File: src/rtl/hazard_scoreboard_pkg.sv
// ---------------------------------------------------------------------------
// hazard_scoreboard_pkg
// Shared pipeline types for the decode-stage hazard unit:
//   fwd_sel_t  : operand source select (RF, EX, MEM, WB)
//   hz_state_t : hazard FSM state (RUN, LU_STALL, MEM_WAIT)
//   DATA_W_DEF / REG_W_DEF : default datapath and register-address widths
// ---------------------------------------------------------------------------
package hazard_scoreboard_pkg;

  localparam int DATA_W_DEF = 16;
  localparam int REG_W_DEF  = 3;

  typedef enum logic [1:0] {
    SEL_RF  = 2'd0,
    SEL_EX  = 2'd1,
    SEL_MEM = 2'd2,
    SEL_WB  = 2'd3
  } fwd_sel_t;

  typedef enum logic [1:0] {
    ST_RUN      = 2'd0,
    ST_LU_STALL = 2'd1,
    ST_MEM_WAIT = 2'd2
  } hz_state_t;

endpackage

File: src/rtl/hazard_scoreboard_if.sv
// ---------------------------------------------------------------------------
// hazard_scoreboard_if
// Bundles the decode operands, the EX/MEM/WB stage status buses and the
// hazard unit results.
//   master : pipeline side (drives stage status, receives stall/forwarding)
//   slave  : hazard unit side
// ---------------------------------------------------------------------------
interface hazard_scoreboard_if #(
  parameter int DATA_W = 16,
  parameter int REG_W  = 3,
  parameter int CNT_W  = 16
);
  // decode
  logic [REG_W-1:0]  id_rs;
  logic [REG_W-1:0]  id_rt;
  logic              id_rs_used;
  logic              id_rt_used;
  logic              id_is_branch;
  logic [DATA_W-1:0] id_rs_data;
  logic [DATA_W-1:0] id_rt_data;
  // EX stage
  logic              ex_valid;
  logic              ex_regwrite;
  logic              ex_memread;
  logic [REG_W-1:0]  ex_rd;
  logic [DATA_W-1:0] ex_result;
  // MEM stage
  logic              mem_valid;
  logic              mem_regwrite;
  logic              mem_memread;
  logic [REG_W-1:0]  mem_rd;
  logic [DATA_W-1:0] mem_result;
  logic [DATA_W-1:0] mem_load_data;
  logic              mem_done;
  // WB stage
  logic              wb_valid;
  logic              wb_regwrite;
  logic [REG_W-1:0]  wb_rd;
  logic [DATA_W-1:0] wb_result;
  // results
  logic              stall;
  logic [DATA_W-1:0] rs_fwd;
  logic [DATA_W-1:0] rt_fwd;
  logic [1:0]        rs_sel;
  logic [1:0]        rt_sel;
  logic [1:0]        fsm_state;
  logic [CNT_W-1:0]  stall_cnt;
  logic              err_timeout;

  modport master (
    output id_rs, id_rt, id_rs_used, id_rt_used, id_is_branch, id_rs_data, id_rt_data,
    output ex_valid, ex_regwrite, ex_memread, ex_rd, ex_result,
    output mem_valid, mem_regwrite, mem_memread, mem_rd, mem_result, mem_load_data, mem_done,
    output wb_valid, wb_regwrite, wb_rd, wb_result,
    input  stall, rs_fwd, rt_fwd, rs_sel, rt_sel, fsm_state, stall_cnt, err_timeout
  );

  modport slave (
    input  id_rs, id_rt, id_rs_used, id_rt_used, id_is_branch, id_rs_data, id_rt_data,
    input  ex_valid, ex_regwrite, ex_memread, ex_rd, ex_result,
    input  mem_valid, mem_regwrite, mem_memread, mem_rd, mem_result, mem_load_data, mem_done,
    input  wb_valid, wb_regwrite, wb_rd, wb_result,
    output stall, rs_fwd, rt_fwd, rs_sel, rt_sel, fsm_state, stall_cnt, err_timeout
  );

endinterface

File: src/rtl/hazard_scoreboard_fwd_mux.sv
// ---------------------------------------------------------------------------
// fwd_mux
// Per-source operand forwarding. Matches one decode source address against
// the EX, MEM and WB destinations and selects the youngest producer
// (EX > MEM > WB > RF). An unused source always reads the register file.
// Ports:
//   i_src, i_used, i_rf_data        : decode source address/flag/RF data
//   i_ex_wr,  i_ex_rd,  i_ex_data   : EX writer qualifier, dest, result
//   i_mem_wr, i_mem_rd, i_mem_memread, i_mem_result, i_mem_load_data
//   i_wb_wr,  i_wb_rd,  i_wb_data
//   o_sel, o_data                   : chosen source and operand
//   o_hit_ex, o_hit_mem             : raw stage matches for stall logic
// ---------------------------------------------------------------------------
module fwd_mux
  import hazard_scoreboard_pkg::*;
#(
  parameter int DATA_W = DATA_W_DEF,
  parameter int REG_W  = REG_W_DEF
) (
  input  logic [REG_W-1:0]  i_src,
  input  logic              i_used,
  input  logic [DATA_W-1:0] i_rf_data,
  input  logic              i_ex_wr,
  input  logic [REG_W-1:0]  i_ex_rd,
  input  logic [DATA_W-1:0] i_ex_data,
  input  logic              i_mem_wr,
  input  logic [REG_W-1:0]  i_mem_rd,
  input  logic              i_mem_memread,
  input  logic [DATA_W-1:0] i_mem_result,
  input  logic [DATA_W-1:0] i_mem_load_data,
  input  logic              i_wb_wr,
  input  logic [REG_W-1:0]  i_wb_rd,
  input  logic [DATA_W-1:0] i_wb_data,
  output fwd_sel_t          o_sel,
  output logic [DATA_W-1:0] o_data,
  output logic              o_hit_ex,
  output logic              o_hit_mem
);

  logic              w_hit_ex;
  logic              w_hit_mem;
  logic              w_hit_wb;
  logic [DATA_W-1:0] w_mem_data;

  assign w_hit_ex   = i_used & i_ex_wr  & (i_src == i_ex_rd);
  assign w_hit_mem  = i_used & i_mem_wr & (i_src == i_mem_rd);
  assign w_hit_wb   = i_used & i_wb_wr  & (i_src == i_wb_rd);
  // A load in MEM forwards the memory word, anything else the ALU result.
  assign w_mem_data = i_mem_memread ? i_mem_load_data : i_mem_result;

  assign o_hit_ex  = w_hit_ex;
  assign o_hit_mem = w_hit_mem;

  // Priority select: youngest matching producer wins.
  always_comb begin
    o_sel  = SEL_RF;
    o_data = i_rf_data;
    if (w_hit_ex) begin
      o_sel  = SEL_EX;
      o_data = i_ex_data;
    end else if (w_hit_mem) begin
      o_sel  = SEL_MEM;
      o_data = w_mem_data;
    end else if (w_hit_wb) begin
      o_sel  = SEL_WB;
      o_data = i_wb_data;
    end else begin
      o_sel  = SEL_RF;
      o_data = i_rf_data;
    end
  end

endmodule

File: src/rtl/hazard_scoreboard.sv
// ---------------------------------------------------------------------------
// hazard_scoreboard
// Decode-stage hazard unit: operand forwarding from EX/MEM/WB, load-use,
// branch-operand and variable-latency memory stalls, a stall-state FSM,
// a saturating stall counter and a sticky memory-timeout flag.
// Ports:
//   i_clk  : clock
//   i_rst  : asynchronous active-low reset
//   hz     : hazard_scoreboard_if.slave (stage status in, stall/forwarding,
//            fsm_state, stall_cnt, err_timeout out)
// stall is combinational and is the only output meant for pipeline enables;
// fsm_state is for observability.
// ---------------------------------------------------------------------------
module hazard_scoreboard
  import hazard_scoreboard_pkg::*;
#(
  parameter int DATA_W   = DATA_W_DEF,
  parameter int REG_W    = REG_W_DEF,
  parameter int CNT_W    = 16,
  parameter int MAX_WAIT = 8
) (
  input  logic                i_clk,
  input  logic                i_rst,
  hazard_scoreboard_if.slave  hz
);

  localparam int                WAIT_W   = $clog2(MAX_WAIT + 1);
  localparam logic [WAIT_W-1:0] WAIT_MAX = WAIT_W'(MAX_WAIT);
  localparam logic [WAIT_W-1:0] WAIT_ONE = WAIT_W'(1);
  localparam logic [CNT_W-1:0]  CNT_MAX  = {CNT_W{1'b1}};
  localparam logic [CNT_W-1:0]  CNT_ONE  = CNT_W'(1);

  logic              w_ex_wr;
  logic              w_mem_wr;
  logic              w_wb_wr;
  fwd_sel_t          w_rs_sel;
  fwd_sel_t          w_rt_sel;
  logic [DATA_W-1:0] w_rs_data;
  logic [DATA_W-1:0] w_rt_data;
  logic              w_rs_hit_ex;
  logic              w_rt_hit_ex;
  logic              w_rs_hit_mem;
  logic              w_rt_hit_mem;
  logic              w_load_use;
  logic              w_branch_ex;
  logic              w_mem_wait;
  logic              w_stall;
  hz_state_t         w_state_nxt;
  logic [WAIT_W-1:0] w_wait_nxt;

  hz_state_t         r_state;
  logic [WAIT_W-1:0] r_wait_cnt;
  logic [CNT_W-1:0]  r_stall_cnt;
  logic              r_err_timeout;

  assign w_ex_wr  = hz.ex_valid  & hz.ex_regwrite;
  assign w_mem_wr = hz.mem_valid & hz.mem_regwrite;
  assign w_wb_wr  = hz.wb_valid  & hz.wb_regwrite;

  fwd_mux #(.DATA_W(DATA_W), .REG_W(REG_W)) u_fwd_rs (
    .i_src           (hz.id_rs),
    .i_used          (hz.id_rs_used),
    .i_rf_data       (hz.id_rs_data),
    .i_ex_wr         (w_ex_wr),
    .i_ex_rd         (hz.ex_rd),
    .i_ex_data       (hz.ex_result),
    .i_mem_wr        (w_mem_wr),
    .i_mem_rd        (hz.mem_rd),
    .i_mem_memread   (hz.mem_memread),
    .i_mem_result    (hz.mem_result),
    .i_mem_load_data (hz.mem_load_data),
    .i_wb_wr         (w_wb_wr),
    .i_wb_rd         (hz.wb_rd),
    .i_wb_data       (hz.wb_result),
    .o_sel           (w_rs_sel),
    .o_data          (w_rs_data),
    .o_hit_ex        (w_rs_hit_ex),
    .o_hit_mem       (w_rs_hit_mem)
  );

  fwd_mux #(.DATA_W(DATA_W), .REG_W(REG_W)) u_fwd_rt (
    .i_src           (hz.id_rt),
    .i_used          (hz.id_rt_used),
    .i_rf_data       (hz.id_rt_data),
    .i_ex_wr         (w_ex_wr),
    .i_ex_rd         (hz.ex_rd),
    .i_ex_data       (hz.ex_result),
    .i_mem_wr        (w_mem_wr),
    .i_mem_rd        (hz.mem_rd),
    .i_mem_memread   (hz.mem_memread),
    .i_mem_result    (hz.mem_result),
    .i_mem_load_data (hz.mem_load_data),
    .i_wb_wr         (w_wb_wr),
    .i_wb_rd         (hz.wb_rd),
    .i_wb_data       (hz.wb_result),
    .o_sel           (w_rt_sel),
    .o_data          (w_rt_data),
    .o_hit_ex        (w_rt_hit_ex),
    .o_hit_mem       (w_rt_hit_mem)
  );

  // Stall causes. The MEM match is the raw one (not the forwarding winner):
  // an older outstanding load still blocks even when EX also matches.
  // A decode branch may not compare against a value still in EX.
  always_comb begin
    w_load_use  = (w_rs_hit_ex | w_rt_hit_ex) & hz.ex_memread;
    w_branch_ex = hz.id_is_branch & (w_rs_hit_ex | w_rt_hit_ex) & ~hz.ex_memread;
    w_mem_wait  = (w_rs_hit_mem | w_rt_hit_mem) & hz.mem_memread & ~hz.mem_done;
    w_stall     = w_load_use | w_branch_ex | w_mem_wait;
  end

  // Next-state logic; mem-wait takes precedence since the MEM load is older.
  always_comb begin
    w_state_nxt = r_state;
    case (r_state)
      ST_RUN: begin
        if (w_mem_wait) begin
          w_state_nxt = ST_MEM_WAIT;
        end else if (w_load_use) begin
          w_state_nxt = ST_LU_STALL;
        end else begin
          w_state_nxt = ST_RUN;
        end
      end
      ST_LU_STALL: begin
        if (w_mem_wait) begin
          w_state_nxt = ST_MEM_WAIT;
        end else begin
          w_state_nxt = ST_RUN;
        end
      end
      ST_MEM_WAIT: begin
        // mem_wait already folds in ~mem_done, so this covers both exits.
        if (w_mem_wait) begin
          w_state_nxt = ST_MEM_WAIT;
        end else begin
          w_state_nxt = ST_RUN;
        end
      end
      default: begin
        w_state_nxt = ST_RUN;
      end
    endcase
  end

  // Wait counter next value: cleared on MEM_WAIT entry, counts MEM_WAIT
  // cycles and parks at MAX_WAIT.
  always_comb begin
    w_wait_nxt = r_wait_cnt;
    if ((r_state != ST_MEM_WAIT) && (w_state_nxt == ST_MEM_WAIT)) begin
      w_wait_nxt = '0;
    end else if ((r_state == ST_MEM_WAIT) && (r_wait_cnt != WAIT_MAX)) begin
      w_wait_nxt = r_wait_cnt + WAIT_ONE;
    end else begin
      w_wait_nxt = r_wait_cnt;
    end
  end

  // FSM state register.
  always_ff @(posedge i_clk or negedge i_rst) begin
    if (!i_rst) begin
      r_state <= ST_RUN;
    end else begin
      r_state <= w_state_nxt;
    end
  end

  // Wait counter register.
  always_ff @(posedge i_clk or negedge i_rst) begin
    if (!i_rst) begin
      r_wait_cnt <= '0;
    end else begin
      r_wait_cnt <= w_wait_nxt;
    end
  end

  // Sticky timeout: sets on the edge the wait counter reaches MAX_WAIT.
  always_ff @(posedge i_clk or negedge i_rst) begin
    if (!i_rst) begin
      r_err_timeout <= 1'b0;
    end else if (w_wait_nxt == WAIT_MAX) begin
      r_err_timeout <= 1'b1;
    end else begin
      r_err_timeout <= r_err_timeout;
    end
  end

  // Saturating count of stalled cycles.
  always_ff @(posedge i_clk or negedge i_rst) begin
    if (!i_rst) begin
      r_stall_cnt <= '0;
    end else if (w_stall && (r_stall_cnt != CNT_MAX)) begin
      r_stall_cnt <= r_stall_cnt + CNT_ONE;
    end else begin
      r_stall_cnt <= r_stall_cnt;
    end
  end

  assign hz.stall       = w_stall;
  assign hz.rs_fwd      = w_rs_data;
  assign hz.rt_fwd      = w_rt_data;
  assign hz.rs_sel      = w_rs_sel;
  assign hz.rt_sel      = w_rt_sel;
  assign hz.fsm_state   = r_state;
  assign hz.stall_cnt   = r_stall_cnt;
  assign hz.err_timeout = r_err_timeout;

endmodule
File: src/flat_wrapper.sv
// flat-port wrapper written by rule: the top's interface ports become plain ports
module hazard_scoreboard_flat import hazard_scoreboard_pkg::*;
#(
  parameter int DATA_W   = DATA_W_DEF,
  parameter int REG_W    = REG_W_DEF,
  parameter int CNT_W    = 16,
  parameter int MAX_WAIT = 8
)
  (i_clk, i_rst, hz_id_rs, hz_id_rt, hz_id_rs_used, hz_id_rt_used, hz_id_is_branch, hz_id_rs_data, hz_id_rt_data, hz_ex_valid, hz_ex_regwrite, hz_ex_memread, hz_ex_rd, hz_ex_result, hz_mem_valid, hz_mem_regwrite, hz_mem_memread, hz_mem_rd, hz_mem_result, hz_mem_load_data, hz_mem_done, hz_wb_valid, hz_wb_regwrite, hz_wb_rd, hz_wb_result, hz_stall, hz_rs_fwd, hz_rt_fwd, hz_rs_sel, hz_rt_sel, hz_fsm_state, hz_stall_cnt, hz_err_timeout);
  hazard_scoreboard_if #(.DATA_W(DATA_W), .REG_W(REG_W), .CNT_W(CNT_W)) hz_i ();
  input  logic i_clk;
  input  logic i_rst;
  input wire logic [$bits(hz_i.id_rs)-1:0] hz_id_rs;
  input wire logic [$bits(hz_i.id_rt)-1:0] hz_id_rt;
  input wire logic [$bits(hz_i.id_rs_used)-1:0] hz_id_rs_used;
  input wire logic [$bits(hz_i.id_rt_used)-1:0] hz_id_rt_used;
  input wire logic [$bits(hz_i.id_is_branch)-1:0] hz_id_is_branch;
  input wire logic [$bits(hz_i.id_rs_data)-1:0] hz_id_rs_data;
  input wire logic [$bits(hz_i.id_rt_data)-1:0] hz_id_rt_data;
  input wire logic [$bits(hz_i.ex_valid)-1:0] hz_ex_valid;
  input wire logic [$bits(hz_i.ex_regwrite)-1:0] hz_ex_regwrite;
  input wire logic [$bits(hz_i.ex_memread)-1:0] hz_ex_memread;
  input wire logic [$bits(hz_i.ex_rd)-1:0] hz_ex_rd;
  input wire logic [$bits(hz_i.ex_result)-1:0] hz_ex_result;
  input wire logic [$bits(hz_i.mem_valid)-1:0] hz_mem_valid;
  input wire logic [$bits(hz_i.mem_regwrite)-1:0] hz_mem_regwrite;
  input wire logic [$bits(hz_i.mem_memread)-1:0] hz_mem_memread;
  input wire logic [$bits(hz_i.mem_rd)-1:0] hz_mem_rd;
  input wire logic [$bits(hz_i.mem_result)-1:0] hz_mem_result;
  input wire logic [$bits(hz_i.mem_load_data)-1:0] hz_mem_load_data;
  input wire logic [$bits(hz_i.mem_done)-1:0] hz_mem_done;
  input wire logic [$bits(hz_i.wb_valid)-1:0] hz_wb_valid;
  input wire logic [$bits(hz_i.wb_regwrite)-1:0] hz_wb_regwrite;
  input wire logic [$bits(hz_i.wb_rd)-1:0] hz_wb_rd;
  input wire logic [$bits(hz_i.wb_result)-1:0] hz_wb_result;
  output wire logic [$bits(hz_i.stall)-1:0] hz_stall;
  output wire logic [$bits(hz_i.rs_fwd)-1:0] hz_rs_fwd;
  output wire logic [$bits(hz_i.rt_fwd)-1:0] hz_rt_fwd;
  output wire logic [$bits(hz_i.rs_sel)-1:0] hz_rs_sel;
  output wire logic [$bits(hz_i.rt_sel)-1:0] hz_rt_sel;
  output wire logic [$bits(hz_i.fsm_state)-1:0] hz_fsm_state;
  output wire logic [$bits(hz_i.stall_cnt)-1:0] hz_stall_cnt;
  output wire logic [$bits(hz_i.err_timeout)-1:0] hz_err_timeout;
  assign hz_i.id_rs = hz_id_rs;
  assign hz_i.id_rt = hz_id_rt;
  assign hz_i.id_rs_used = hz_id_rs_used;
  assign hz_i.id_rt_used = hz_id_rt_used;
  assign hz_i.id_is_branch = hz_id_is_branch;
  assign hz_i.id_rs_data = hz_id_rs_data;
  assign hz_i.id_rt_data = hz_id_rt_data;
  assign hz_i.ex_valid = hz_ex_valid;
  assign hz_i.ex_regwrite = hz_ex_regwrite;
  assign hz_i.ex_memread = hz_ex_memread;
  assign hz_i.ex_rd = hz_ex_rd;
  assign hz_i.ex_result = hz_ex_result;
  assign hz_i.mem_valid = hz_mem_valid;
  assign hz_i.mem_regwrite = hz_mem_regwrite;
  assign hz_i.mem_memread = hz_mem_memread;
  assign hz_i.mem_rd = hz_mem_rd;
  assign hz_i.mem_result = hz_mem_result;
  assign hz_i.mem_load_data = hz_mem_load_data;
  assign hz_i.mem_done = hz_mem_done;
  assign hz_i.wb_valid = hz_wb_valid;
  assign hz_i.wb_regwrite = hz_wb_regwrite;
  assign hz_i.wb_rd = hz_wb_rd;
  assign hz_i.wb_result = hz_wb_result;
  assign hz_stall = hz_i.stall;
  assign hz_rs_fwd = hz_i.rs_fwd;
  assign hz_rt_fwd = hz_i.rt_fwd;
  assign hz_rs_sel = hz_i.rs_sel;
  assign hz_rt_sel = hz_i.rt_sel;
  assign hz_fsm_state = hz_i.fsm_state;
  assign hz_stall_cnt = hz_i.stall_cnt;
  assign hz_err_timeout = hz_i.err_timeout;
  hazard_scoreboard #(.DATA_W(DATA_W), .REG_W(REG_W), .CNT_W(CNT_W), .MAX_WAIT(MAX_WAIT)) u_core (.i_clk(i_clk), .i_rst(i_rst), .hz(hz_i));
endmodule
File: config.mk
export PLATFORM = sky130hd
export DESIGN_NAME = hazard_scoreboard_flat
export DESIGN_NICKNAME = d
export VERILOG_FILES = /design/src/rtl/hazard_scoreboard_pkg.sv /design/src/rtl/hazard_scoreboard_if.sv /design/src/rtl/hazard_scoreboard_fwd_mux.sv /design/src/rtl/hazard_scoreboard.sv /design/src/flat_wrapper.sv
export SDC_FILE = /design/constraint.sdc
export NUM_CORES = 1
export LEC_CHECK = 0
export BUFFER_PORTS_ARGS = -buffer_cell sky130_fd_sc_hd__buf_2
export CAP_MARGIN = 20
export CORE_MARGIN = 3
export CORE_UTILIZATION = 41
export DETAILED_ROUTE_END_ITERATION = 8
export GPL_TIMING_DRIVEN = 0
export PLACE_DENSITY = 0.87
export SYNTH_ARGS = -nofsm -noshare
export SYNTH_HDL_FRONTEND = slang
export SYNTH_SLANG_ARGS = --single-unit
File: constraint.sdc
create_clock -name i_clk -period 2.6 [get_ports i_clk]
set_input_delay 0.39 -clock i_clk [delete_from_list [all_inputs] [get_ports i_clk]]
set_output_delay 0.39 -clock i_clk [all_outputs]
set_load 0.05 [all_outputs]
==> qor.yml, run 1 <==
ioPinCount: 181
ys.flop_type: "dfrtp_1"
clk_path_buf_depth: 2
routedWlPerCell_um: 17.3
setup_viol: 0
holdWs_ns: 0.0851
synthArstFlopShare_pct: 100
grtUsageTotal_pct: 26.6
outcome: "complete, no violations"
ff_latch_area_um2: 576
crit_top_cell: "buf_4"
hold_buffers: 0
synth_edf_count: 0
worst_slew_margin_rel_pct: 59.8
cp.buffers_inverters: 4
synth.most_common_cell: "nor2_1"
syn_inst: 313
min_period_ns: 2.56
cts_sinks: 23
synth_seq_cells: 23
reg2regPathDepth: 6
critPathArrivalTime_ns: 2.17
io_buffers: 179
cts_root_buffer: "clkbuf_8"
drtIter0Drc: 148
dr_total_vias: 3389
end_kind: "output port"
synthesis.nets: 444
start_kind: "primary input"
crit_chain: "buf_2 > xor2_1 > nor4_4 > nor2b_2 > clkbuf_4 > buf_4 > a221oi_1 > a21oi_2 > buf_4"
antenna_found_initial: 1
crit_start: "hz_id_rt[1]"
nFillCells: 448
reg2reg_setup_slack_ns: 0.54
antenna_left: 0
max_cap_violations: 0
fp.coreArea_um2: 5640
grt_pass1_vias: 3378
clk_pin_slew_worst_paths_ns: 0.08
grt_max_degree: 24
ys_types: 34
criticalPathCategory: "in2out"
r2r_end: "u_core.hz.stall_cnt[5]"
grt-ovfl-total: 0
drv_slew: 0
combPwrFrac_pct: 53.6
rsz0062_at_grt: "true"
clk_latency_ns: 0.26
timing.final.crit_share_pct: 98.5
cts_tree: "yes"
die_w_um: 83.0
finalHoldViolations: 0
wirelength_um: 9880
die-area_um2: 6900
place.gp.congestion: 0.903
drive_above_1_share_pct: 52.0
cp.depth: 9
post-route-util_pct: 65.7
grt_first_pass_wirelength_um: 15600
p_int_mw: 0.822
finalSetupTns_ns: 0
multiInputGateArea_um2: 1910
yosysWarningCount: 0
cp_top_family: "buffers and inverters"
syn2layout_area_growth_pct: 52.2
ir_drop_v: 0.000358
path_max_fanout: 10
dr.pass1.iters: 5
yosysTopAreaCellShare_pct: 23.7
power_mw: 1.55
power_frac_seq_pct: 32.3
synth.avg_cell_area_um2: 7.78
drc: 0
worstPathRequired_ns: 2.21
p_clk_share_pct: 14.1
start_util_pct: 43.1
num_rows: 27
p_switching_mw: 0.730
synth_common_cells: "46 x nor2_1, 43 x nand2_1, 32 x a21oi_1, 32 x a221oi_1, 24 x xor2_1"
max_stage_delay_ns: 0.37
worst_pin_slew_ns: 0.598
crit_path_end: "hz_rt_fwd[8]"
final_area_um2: 3700
leakage_nw: 1.92
syn_area_um2: 2430
synth_top_area_cell: "dfrtp_1"
fin_nets: 630
sw_frac_of_total_pct: 47.1
synthTopCellsByArea: "dfrtp_1 24%, a221oi_1 12%, mux2_2 8.8%, xor2_1 8.6%, nor2_1 7.1%"
finalClockSkew_ns: 0.00668
dp.final_hpwl_um: 7630
critPathSlowestCell: "nor4_4"
min_path_type: "in2async"
via_per_inst: 5.94
yosysSeqAreaShare_pct: 23.7
powerDensity_nw_per_um2: 419
fp.dieH_um: 83.0
htree_num_levels: 1
place_area_um2: 3490
fmax_ghz: 0.391
cts_made_buffers: 3
r2r_start: "u_core.hz.stall_cnt[1]"
registers in the layout, indices dropped and copies added (netlist names):
| register | cells |
|---|---|
| u_core.r_wait_cnt | 4 |
| u_core.hz.fsm_state | 2 |
| u_core.hz.err_timeout | 1 |
| u_core.hz.stall_cnt | 16 |
cells in the final DEF (no fill, tap or decap), drive strengths merged, types with 2 or more instances in the layout:
cell type,Yosys,routed
xor2,24,24
mux2,19,19
a221oi,32,32
o21ai,2,2
nand2,43,43
inv,6,6
ha,6,6
xnor2,11,11
dfrtp,23,23
nor4,11,11
o21a,2,2
nand4,7,7
a21oi,32,32
buf,2,186
and3,3,3
and4,2,2
or2,2,2
nor2,46,46
nand3,9,9
nor4b,2,2
nor3,4,4
clkbuf,15,16
nor2b,3,3
metrics by stage:
| stage | std cells | setup WS [ns] |
|---|---|---|
| 2_1_floorplan | 313 | 0.0675 |
| 3_3_place_gp | 564 | -0.501 |
| 3_5_place_dp | 564 | -0.442 |
| 4_1_cts | 569 | 0.00523 |
| 5_1_grt | 571 | -0.0905 |
| 6_report | 571 | 0.0401 |
layout make-up:
class | count | area share, %
clock buffer | 4 | 1.22
antenna | 1 | 0.0675
tap | 72 | 2.43
buffer | 15 | 2.30
timing repair buffer | 183 | 26.4
inverter | 6 | 0.608
multi-input combinational | 267 | 51.5
sequential | 23 | 15.5
worst reg2reg max path, stage by stage (launching register included):
cell	delay, ns
dfrtp_1	0.42
ha_1	0.23
nand2_1	0.16
or4_1	0.62
nand2_1	0.25
nor3_1	0.11
xor2_1	0.16
how the worst min path moves through the flow:
| stage | end | startpoint | cells after the start |
|---|---|---|---|
| detailed placement | u_core.hz.fsm_state[0] | i_rst | 1 |
| global route | u_core.hz.stall_cnt[15] | i_rst | 1 |
| CTS | u_core.hz.stall_cnt[13] | i_rst | 1 |
| global placement | u_core.hz.fsm_state[0] | i_rst | 1 |
| floorplan | u_core.hz.err_timeout | i_rst | 0 |
| finish | u_core.hz.stall_cnt[5] | i_rst | 1 |
power by group through the flow:
stage | clock network (mW) | logic (mW) | registers, mW
after global routing | 0.240 | 0.891 | 0.511
after global placement | 0 | 0.778 | 0.504
after CTS | 0.226 | 0.819 | 0.501
after detailed placement | 0 | 0.798 | 0.507
after floorplan | 0 | 0.431 | 0.609
final | 0.218 | 0.832 | 0.502
kinds of logic (layout without fill, tap and decap cells):
logic type	after synthesis	count (layout)	synth area share, %
AND/OR/NAND/NOR	136	136	27.8
AO/OA/AOI/OAI	70	70	19.9
XOR/XNOR	35	35	12.6
flip-flops	23	23	23.7
buffers and inverters	23	208	3.70
multiplexers	20	20	9.20
adder cells (fa/ha/maj)	6	6	3.08
other	0	1	0
metal layers:
metal,global-route usage [%],routed length (um),up-vias
met5,0,0,-
met4,14.3,532,0
met3,4.76,890,53
met2,47.2,4920,231
met1,29.8,3530,1583
li1,-,-,1522
timing repair:
action | 4_1_cts | 5_1_grt
pin swaps | 2 | 2
setup endpoints to repair | 36 | 21
cloned | 0 | 0
setup buffers | 2 | 2
resized for setup | 33 | 23
No activity file was read; power rests on OpenSTA's default activity.
==> run 2, diff against run 1 <==
--- a/config.mk
+++ b/config.mk
@@ -10,7 +10,6 @@
 export CORE_MARGIN = 3
 export CORE_UTILIZATION = 41
 export DETAILED_ROUTE_END_ITERATION = 8
-export GPL_TIMING_DRIVEN = 0
 export PLACE_DENSITY = 0.87
 export SYNTH_ARGS = -nofsm -noshare
 export SYNTH_HDL_FRONTEND = slang
==> constraint.sdc (replaced) <==
create_clock -name i_clk -period 2.6 [get_ports i_clk]
set_input_delay 0.13 -clock i_clk [delete_from_list [all_inputs] [get_ports i_clk]]
set_output_delay 0.13 -clock i_clk [all_outputs]
set_load 0.05 [all_outputs]
==> run 2 against run 1 <==
Design area shrank 4.5%. First-iteration DRC count grew 4.1%. Sequential cell count is the same. Non-clock buffer count shrank 1. Critical path depth is the same. Combinational power shrank 3.7%. Sequential power grew 1%. Register-to-register slack is essentially flat. Count of clock-buffer cells in the layout shrank 1. Highest routed layer unchanged. Via count shrank 4.3%. Power shrank 1.0%.
==> qor.yml, run 2 (synthesis results as in run 1) <==
largest_register_ffs: 16
post_cts_buffers: 0
grt_first_pass_wirelength_um: 15200
syn2layout_area_growth_pct: 45.3
drc: 0
finalSetupTns_ns: 0
finalHoldViolations: 0
p_int_mw: 0.799
end_kind: "output port"
clk_pin_slew_worst_paths_ns: 0.08
fp.dieH_um: 83.0
start_kind: "primary input"
die-area_um2: 6900
grt_max_degree: 24
fin_nets: 629
io_buffers: 180
clk_path_buf_depth: 2
dr_total_vias: 3242
antenna_left: 0
final_area_um2: 3540
die_w_um: 83.0
final_cell_count_no_fill: 569
ff_latch_area_um2: 576
powerDensity_nw_per_um2: 434
start_util_pct: 43.1
fp.coreArea_um2: 5640
ioPinCount: 181
place_area_um2: 3480
dp_cells: 564
clk_latency_ns: 0.27
grtUsageTotal_pct: 26.5
via_per_inst: 5.70
setup_viol: 0
diodes: 0
htree_num_levels: 1
min_path_type: "in2reg"
criticalPathCategory: "in2out"
num_rows: 27
wirelength_um: 9700
cts_root_buffer: "clkbuf_8"
path_max_fanout: 10
multiInputGateArea_um2: 1770
worst_pin_slew_ns: 0.514
outcome: "complete, no violations"
rsz0062_at_grt: "false"
sw_frac_of_total_pct: 48.0
ir_drop_v: 0.000346
p_switching_mw: 0.737
combPwrFrac_pct: 52.1
nFillCells: 496
power_frac_seq_pct: 33.1
drive_above_1_share_pct: 45.9
routedWlPerCell_um: 17.0
leakage_nw: 1.88
grt-ovfl-total: 0
dr.pass1.iters: 5
cts_made_buffers: 3
cts_sinks: 23
critPathArrivalTime_ns: 1.96
finalClockSkew_ns: 0.00231
min_period_ns: 2.09
holdWs_ns: 0.167
layout_common_cells: "180 x buf_2, 46 x nor2_1, 43 x nand2_1"
dp.final_hpwl_um: 7990
grt_pass1_vias: 3271
cts_tree: "yes"
place.gp.congestion: 0.949
antenna_found_initial: 0
drv_slew: 0
layout_commonest_cell: "buf_2"
max_cap_violations: 0
worstPathRequired_ns: 2.47
worst_slew_margin_rel_pct: 65.6
timing.final.crit_share_pct: 80.4
fmax_ghz: 0.478
p_clk_share_pct: 14.7
drtIter0Drc: 154
cts_resized: 0
[run 2: cell count changes in the layout (fill, tap and decap cells not counted), sizes merged]
| cell | change |
|---|---|
| clkinv | +1 |
| dlygate4sd3 | +1 |
| buf | +10 |
| diode | -1 |
| clkbuf | -13 |
[run 2: final timing paths]
check / to / startpoint / cells after the start / slack, ns
max reg2reg: u_core.hz.stall_cnt[11] / u_core.hz.stall_cnt[0] / 6 / 0.54
max in group asynchronous: u_core.r_wait_cnt[2] / i_rst / 2 / 1.90
min reg2reg: u_core.hz.err_timeout / u_core.hz.err_timeout / 1 / 0.46
min in group asynchronous: u_core.hz.stall_cnt[15] / i_rst / 2 / 0.36
min: u_core.hz.fsm_state[1] / hz_mem_done / 4 / 0.17
max: hz_rt_fwd[6] / hz_id_rt[2] / 9 / 0.51
[run 2: per-stage QoR]
stage	power (mW)	worst slack, ns	utilization [%]
floorplan	1.03	0.303	-
CTS	1.53	0.521	62.7
detailed placement	1.31	0.396	61.7
finish	1.54	0.510	62.7
global placement	1.27	0.402	61.5
global route	1.61	0.403	62.7
[run 2: power groups by stage]
stage	registers (mW)	clock network (mW)	logic [mW]
floorplan	0.609	0	0.419
global placement	0.506	0	0.769
detailed placement	0.511	0	0.795
CTS	0.504	0.229	0.798
global route	0.517	0.243	0.854
finish	0.509	0.226	0.801
[run 2: critical path, cell delays in order]
cell      delay (ns)
buf_2           0.13
xor2_1          0.19
nor4_4          0.34
buf_4           0.23
nor2b_1         0.07
buf_4           0.18
a221oi_1        0.35
a21oi_1         0.11
buf_2           0.22
[run 2: layout make-up]
type	count	area share, %
clock buffer	3	1.17
multi-input combinational	267	50.0
timing repair buffer	197	29.3
inverter	6	0.637
sequential	23	16.3
tap	72	2.55
clock inverter	1	0.141
[run 2: what timing repair did]
item	CTS	global route
setup endpoints to repair	0	0
hold buffers	1	0
endpoints found under the hold margin	23	0
[run 2: per-layer routing]
metal  track usage [%]  share of wire [%]  vias up
li1                  -                  -     1514
met1              29.2                 36     1498
met2              49.7                 52      190
met3              3.67                8.6       40
met4              12.2                3.9        0
met5                 0                  0        -
==> run 3, diff against run 2 <==
==> constraint.sdc (replaced) <==
create_clock -name i_clk -period 2.11 [get_ports i_clk]
set_input_delay 0.1055 -clock i_clk [delete_from_list [all_inputs] [get_ports i_clk]]
set_output_delay 0.1055 -clock i_clk [all_outputs]
set_load 0.05 [all_outputs]
==> run 3 against run 2 <==
Design area rose by 3.3%. Combinational power rose by 26%. Sequential cell count did not move. First-iteration DRC count rose by 22%. Die area did not move. Via count rose by 1.1%. Worst setup slack got worse by 0.42 ns. Sequential power rose by 22%. Power rose by 24%. Global-route usage rose by 1.5 points. Critical path depth did not move.
==> qor.yml, run 3 (synthesis results as in run 1) <==
outcome: "complete, no violations"
critPathArrivalTime_ns: 1.92
routedWlPerCell_um: 17.5
dr_total_vias: 3279
path_max_fanout: 10
via_per_inst: 5.78
diodes: 0
grt_max_degree: 24
wirelength_um: 9900
min_path_type: "in2reg"
dp.final_hpwl_um: 8060
r2r_end: "u_core.hz.stall_cnt[5]"
critPathSlowestCell: "a221oi_1"
antenna_found_initial: 0
ioPinCount: 181
dp_cells: 562
start_util_pct: 43.1
cts_made_buffers: 3
cts_root_buffer: "clkbuf_8"
fp.dieH_um: 83.0
whs_path_depth: 2
grt_pass1_vias: 3371
grt-ovfl-total: 0
powerDensity_nw_per_um2: 523
post_cts_buffers: 0
finalHoldViolations: 0
timing.final.crit_share_pct: 95.9
ir_drop_v: 0.000517
dp_slack_ns: -0.195
io_buffers: 180
dr.pass1.iters: 4
criticalPathCategory: "in2out"
fin_nets: 627
multiInputGateArea_um2: 1900
clk_latency_ns: 0.27
drtIter0Drc: 188
min_from: "hz_ex_memread"
min_period_ns: 2.02
crit_chain: "buf_2 > xor2_1 > nor4_4 > buf_4 > nor2b_1 > buf_4 > a221oi_1 > a21oi_2 > buf_2"
die-area_um2: 6900
max_stage_delay_ns: 0.34
place.gp.congestion: 1.05
worst_pin_slew_ns: 0.816
nFillCells: 476
antenna_left: 0
die_w_um: 83.0
clk_path_buf_depth: 2
holdWs_ns: 0.170
num_rows: 27
cp.depth: 9
clk_pin_slew_worst_paths_ns: 0.08
cp_top_family: "buffers and inverters"
rsz0062_at_grt: "false"
finalSetupTns_ns: 0
reg2reg_setup_slack_ns: 0.21
fmax_ghz: 0.494
fin_ws_ns: 0.0866
largest_register_ffs: 16
fp.coreArea_um2: 5640
layout_common_cells: "180 x buf_2, 44 x nor2_1, 43 x nand2_1"
max_cap_violations: 0
worstPathRequired_ns: 2.00
finalClockSkew_ns: 0.00695
drc: 0
cts_tree: "yes"
drive_above_1_share_pct: 52.5
worst_slew_margin_rel_pct: 45.4
cp.buffers_inverters: 4
end_kind: "output port"
r2r_start: "u_core.hz.stall_cnt[12]"
reg2regPathDepth: 5
setup_viol: 0
layout_commonest_cell: "buf_2"
grt_first_pass_wirelength_um: 16200
power_mw: 1.91
grtUsageTotal_pct: 28.0
start_kind: "primary input"
drv_slew: 0
cts_sinks: 23
htree_num_levels: 1
min_to: "u_core.hz.fsm_state[0]"
leakage_nw: 1.90
ff_latch_area_um2: 581
syn2layout_area_growth_pct: 50.1
final_cell_count_no_fill: 567
[run 3: area by class of cell]
| type | count | area share (%) |
|---|---|---|
| Multi-Input combinational cell | 267 | 52.0 |
| Sequential cell | 23 | 15.9 |
| Inverter | 6 | 0.616 |
| Tap cell | 72 | 2.47 |
| Clock buffer | 3 | 1.13 |
| Clock inverter | 1 | 0.137 |
| Timing Repair Buffer | 195 | 27.8 |
[run 3: metal layers]
layer	vias to the layer above	share of wire, %	global-route usage, %
li1	1511	-	-
met1	1512	36	31.9
met2	206	51	49.7
met3	50	8.6	5.65
met4	0	4.8	13.5
met5	-	0	0
[run 3: worst max-delay path by stage]
stage / to / startpoint / slack (ns)
6_report: hz_rt_fwd[8] / hz_id_rt[2] / 0.09
5_1_grt: hz_rt_fwd[7] / hz_id_rt[2] / 0.02
4_1_cts: hz_rt_fwd[11] / hz_id_rt[2] / 0.05
3_5_place_dp: hz_rt_fwd[2] / hz_id_rt[2] / -0.20
3_3_place_gp: hz_rs_fwd[12] / hz_id_rs[2] / -0.05
2_1_floorplan: u_core.hz.stall_cnt[1] / u_core.hz.stall_cnt[4] / 0.005
[run 3: worst reg2reg max path: cells and delay by family, from the launching register on]
family | cells | cell delay (ns)
flops | 1 | 0.46
xor+xnor | 1 | 0.16
simple gates | 4 | 1.16
[run 3: repair_timing]
| action | in CTS | in global routing |
|---|---|---|
| cloned | 0 | 0 |
| gates resized for setup | 2 | 10 |
| setup endpoints to repair | 32 | 9 |
| hold endpoints to repair | 23 | 0 |
| hold buffers | 1 | 0 |
[run 3: per-stage QoR]
stage	instance area [um2]	util (%)
finish	3650	64.8
global route	3650	64.8
CTS	3600	63.7
detailed placement	3530	62.7
global placement	3530	62.7
floorplan	2510	-
[run 3: power by group]
group          total (mW)  switching, mW  internal [mW]
combinational        1.01          0.666          0.341
clock               0.281          0.149          0.132
sequential          0.623         0.0983          0.525
